$ cat src/rtl/joystick_direction_ctrl.sv
// rtl/joystick_direction_ctrl.sv - joystick switch sync/debounce and per-step direction commit
module joystick_direction_ctrl #(
  parameter int         DEBOUNCE_CYCLES = 250000,
  parameter int         CNT_W           = 18,
  parameter logic [1:0] RESET_DIR       = 2'b01
) (
  input  logic       clk,
  input  logic       rst_n,
  input  logic       joy_up_n,
  input  logic       joy_right_n,
  input  logic       joy_down_n,
  input  logic       joy_left_n,
  input  logic       tick,
  output logic [1:0] dir,
  output logic       dir_changed,
  output logic       any_pressed
);

  localparam logic [CNT_W-1:0] CNT_MAX = CNT_W'(DEBOUNCE_CYCLES - 1);
  localparam logic [CNT_W-1:0] CNT_ONE = CNT_W'(1);

  logic [3:0]       raw_n;
  logic [3:0]       meta_n;
  logic [3:0]       sync_n;
  logic [3:0]       sync;
  logic [3:0]       stable;
  logic [CNT_W-1:0] cnt [4];

  logic       cand_valid;
  logic [1:0] cand;
  logic       cand_ok;
  logic [1:0] eff;
  logic       eff_valid;
  logic [1:0] pending;
  logic       pending_valid;

  assign raw_n = {joy_left_n, joy_down_n, joy_right_n, joy_up_n};

  always_ff @(posedge clk or negedge rst_n) begin
    if (!rst_n) begin
      meta_n <= 4'hF;
      sync_n <= 4'hF;
    end else begin
      meta_n <= raw_n;
      sync_n <= meta_n;
    end
  end

  assign sync = ~sync_n;

  // Each counter tracks how long sync has disagreed with stable; it tops out at CNT_MAX.
  always_ff @(posedge clk or negedge rst_n) begin
    if (!rst_n) begin
      stable <= 4'h0;
      for (int i = 0; i < 4; i++) cnt[i] <= '0;
    end else begin
      for (int i = 0; i < 4; i++) begin
        if (sync[i] != stable[i]) begin
          if (cnt[i] == CNT_MAX) begin
            stable[i] <= sync[i];
            cnt[i]    <= '0;
          end else begin
            cnt[i] <= cnt[i] + CNT_ONE;
          end
        end else begin
          cnt[i] <= '0;
        end
      end
    end
  end

  always_comb begin
    cand_valid = 1'b0;
    cand       = 2'b00;
    case (stable)
      4'b0001: begin cand_valid = 1'b1; cand = 2'b00; end
      4'b0010: begin cand_valid = 1'b1; cand = 2'b01; end
      4'b0100: begin cand_valid = 1'b1; cand = 2'b10; end
      4'b1000: begin cand_valid = 1'b1; cand = 2'b11; end
      default: begin cand_valid = 1'b0; cand = 2'b00; end
    endcase
  end

  // Reversal is judged against the committed dir so two presses in one step cannot U-turn.
  assign cand_ok   = cand_valid && (cand != (dir ^ 2'b10));
  assign eff       = cand_ok ? cand : pending;
  assign eff_valid = cand_ok | pending_valid;

  always_ff @(posedge clk or negedge rst_n) begin
    if (!rst_n) begin
      dir           <= RESET_DIR;
      dir_changed   <= 1'b0;
      pending       <= 2'b00;
      pending_valid <= 1'b0;
      any_pressed   <= 1'b0;
    end else begin
      any_pressed <= |stable;
      if (tick && eff_valid) begin
        dir           <= eff;
        dir_changed   <= (eff != dir);
        pending_valid <= 1'b0;
      end else begin
        dir_changed <= 1'b0;
        if (cand_ok) begin
          pending       <= cand;
          pending_valid <= 1'b1;
        end
      end
    end
  end

endmodule

$ cat config.mk
export PLATFORM = sky130hd
export DESIGN_NAME = joystick_direction_ctrl
export DESIGN_NICKNAME = d
export VERILOG_FILES = /design/src/rtl/joystick_direction_ctrl.sv
export SDC_FILE = /design/constraint.sdc
export NUM_CORES = 1
export LEC_CHECK = 0
export BUFFER_PORTS_ARGS = -buffer_cell sky130_fd_sc_hd__buf_2
export CAP_MARGIN = 20
export CORE_ASPECT_RATIO = 1.2
export CORE_MARGIN = 2
export CORE_UTILIZATION = 65
export CTS_CLUSTER_DIAMETER = 80
export DETAILED_ROUTE_END_ITERATION = 10
export GPL_ROUTABILITY_DRIVEN = 0
export PLACE_DENSITY = 0.91
export SYNTH_ARGS = -nofsm -noshare
export SYNTH_HDL_FRONTEND = slang
export SYNTH_SLANG_ARGS = --single-unit
$ cat constraint.sdc
create_clock -name clk -period 3.17 [get_ports clk]
set_clock_uncertainty 0.15 [all_clocks]
set_input_delay 0.634 -clock clk [delete_from_list [all_inputs] [get_ports clk]]
set_output_delay 0.634 -clock clk [all_outputs]
set_load 0.02 [all_outputs]
==> summary.md <==
* **Yosys top cell by area** sky130_fd_sc_hd__dfrtp_1
* **pwr/cell area** 448 nW/um^2
* **wire length of the first global-routing pass** 13,200 um
* **DRC violation count after routing** 0
* **shortest period the worst path allows** 2.31 ns
* **final-layout worst hold slack** 0.0795 ns
* **remaining global-route overflow** 0
* **post-detail-place hpwl** 4900 um
* **overall routing resource usage** 23.2%
* **count of final max-slew check failures** 0
* **worst endpoint data arrival time** 2.38 ns
* **unique cell type count in the Yosys netlist** 39
* **Clock transition at path regs** 0.09 ns
* **peak fanout along the critical path** 18
* **Std-Cell Core Area** 6410 sq um
* **final hold viol count** 0
* **TritonRoute pass-1 iters** 4
* **number of diodes added for antenna fixing** 0
* **violation count after the first detailed-routing iteration** 109
* **Crit. End Element** flop
* **final routed wire length divided by cell count** 13.7 um
* **effective utilization at floorplan** 66.9%
* **Crit Path Category** reg2reg
* **number of warnings printed during yosys synthesis** 0
* **IR drop worst, VDD** 0.000382 V
* **Syn Inst Count** 425
* **cell types occupying the most area after synthesis** sky130_fd_sc_hd__dfrtp_1 (48%), sky130_fd_sc_hd__xor2_1 (8.8%), sky130_fd_sc_hd__nor2_1 (8.2%)
* **final setup violation count** 0
* **Port Buffers** 10
* **clock tree root buffer cell** sky130_fd_sc_hd__clkbuf_8
* **Yosys top cell area share** 47.9%
* **routed via count** 2,981
* **leakage dissipation** 2.03 nW
* **flip-flop and latch count after synthesis** 91
* **pin count of the biggest net entering global routing** 53
* **CP required** 3.24 ns
* **Chip Height** 92.9 um
* **Die Outline Area** 7260 sq um
* **library cell with the highest instance count after synthesis** sky130_fd_sc_hd__nor2_1
* **final WL** 7200 um
* **maximum number of buffers from clock root to sink** 2
* **Area Overhead vs Synth** 7.18%
* **type of the most critical hold path** in2async
* **insertion delay of the later-clocked pin in the worst-skew pair** 0.36 ns
* **number of nets in the final layout** 446
* **clock tree from TritonCTS** built
* **vias in the first global route** 3,090
* **Avg Inst Size Synth** 10.1 sq um
* **setup TNS** 0 ns
* **Inserted Clock Buffers** 9
* **post-detailed-route via-to-cell ratio** 5.68
* **most frequent cells after synthesis** sky130_fd_sc_hd__nor2_1 (94), sky130_fd_sc_hd__dfrtp_1 (82), sky130_fd_sc_hd__xor2_1 (43)
* **relative max-transition margin** 58.7%
* **Fmax** 432 MHz
* **flip-flop cell with the highest count after synthesis** sky130_fd_sc_hd__dfrtp_1
* **share of cells above drive strength 1** 10.0%
* **Final period util** 73.0%
* **H-Tree Depth** 3
* **asr flop ratio synth** 100%
* **number of antenna violations at the first check in global routing** 0
* **number of standard-cell rows in the floorplan** 32
* **Max-cap violations** 0
* **number of top-level pins** 11
* **Post-Synthesis Cell Area** 4290 sq um
* **clk sinks** 91
* **portion of the post-synthesis area used by sequential elements** 53.4%
* **horizontal extent of the die** 78.1 um
* **kind of start point of the critical path** flop
* **synthesized netlist net count** 436
* **number of nets still failing antenna checks after routing** 0
* **status** finished, final reports clean
* **number of instances resized during post-cts repair** 0
* **EDFF count, synth** 0
* **setup repair bufs after CTS** 0
* **slew of the pin with the lowest slew margin** 0.620 ns
* **RSZ-0062 raised after global routing** no
* **count of hold-fix buffers inserted at cts** 0
logic make-up (layout without fill, tap and decap cells):
kind of cell | count (synthesis) | after routing | share of synthesized area [%]
multiplexers | 9 | 9 | 2.19
flip-flops | 91 | 91 | 53.4
buffers and inverters | 23 | 38 | 2.72
AND/OR/NAND/NOR | 215 | 215 | 23.9
adder cells (fa/ha/maj) | 4 | 4 | 1.17
XOR/XNOR | 68 | 68 | 13.9
AO/OA/AOI/OAI | 15 | 15 | 2.77
worst max-delay path, stage by stage, from the launching register on:
cell                      delay, ns
sky130_fd_sc_hd__dfrtp_1       0.43
sky130_fd_sc_hd__nor4b_1       0.37
sky130_fd_sc_hd__nand2_1       0.10
sky130_fd_sc_hd__nor4_1        0.45
sky130_fd_sc_hd__or2_1         0.55
sky130_fd_sc_hd__nor2_1        0.12
sequential cells by signal, summed over array words and instances (netlist names):
| register | count |
|---|---|
| dir | 2 |
| any_pressed | 1 |
| dir_changed | 1 |
| sync_n | 4 |
| stable | 4 |
| meta_n | 4 |
| pending | 2 |
| cnt | 72 |
| pending_valid | 1 |
path summary, 6_finish.rpt:
path                                start  slack (ns)  depth (start not counted)        end
max in group asynchronous           rst_n        2.10                          2  sync_n[2]
worst max register to register    cnt[29]        0.86                          5    cnt[31]
worst min-delay path                rst_n        0.08                          1    cnt[44]
worst max-delay path              cnt[29]        0.86                          5    cnt[31]
min in group clk                meta_n[1]        0.20                          0  sync_n[1]
worst min register to register  meta_n[1]        0.20                          0  sync_n[1]
where the power goes:
group	switching [W]	total (W)	internal [W]
Sequential	0.0000140	0.00120	0.00118
Combinational	0.0000472	0.0000668	0.0000196
Clock	0.000387	0.000794	0.000407
through the flow:
step                setup slack [ns]  power (W)  utilization (%)  instance area, sq um  std cells
CTS                            0.856    0.00208             71.7                  4590        525
global route                   0.579    0.00214             71.7                  4590        525
detailed placement             0.870    0.00129             68.5                  4390        509
finish                         0.857    0.00206             71.7                  4590        525
floorplan                      0.988    0.00125                -                  4290        425
global placement                1.01    0.00128             68.5                  4390        509
routing by layer:
layer / track usage (%) / up-vias / wire length [um]
li1: - / 1427 / -
met1: 27.5 / 1466 / 3020
met2: 39.4 / 65 / 3700
met3: 3.80 / 23 / 252
met4: 14.5 / 0 / 221
met5: 0 / - / 0
placed cells by master (no fill, tap or decap), types with 5 or more instances in the layout:
cell type                  synthesis  final
sky130_fd_sc_hd__nor2_1           94     94
sky130_fd_sc_hd__inv_1            11     11
sky130_fd_sc_hd__nand3_1          31     31
sky130_fd_sc_hd__xor2_1           43     43
sky130_fd_sc_hd__nand2_1          34     34
sky130_fd_sc_hd__nor4_1            8      8
sky130_fd_sc_hd__dfstp_2           9      9
sky130_fd_sc_hd__nand2b_1          5      5
sky130_fd_sc_hd__and3_1            9      9
sky130_fd_sc_hd__mux2i_1           6      6
sky130_fd_sc_hd__clkbuf_8          0     11
sky130_fd_sc_hd__xnor2_1          25     25
sky130_fd_sc_hd__buf_2             6      9
sky130_fd_sc_hd__nand4_1          10     10
sky130_fd_sc_hd__dfrtp_1          82     82
area by class of cell:
cell class,count,area (sq um)
clock buffers,12,155
clock inverters,4,48.8
fillers,451,1810
inverters,11,41.3
multi-input cells,311,1880
flip-flops and latches,91,2290
well taps,85,106
repair buffers,11,72.6
No activity file was read; power rests on OpenSTA's default activity.
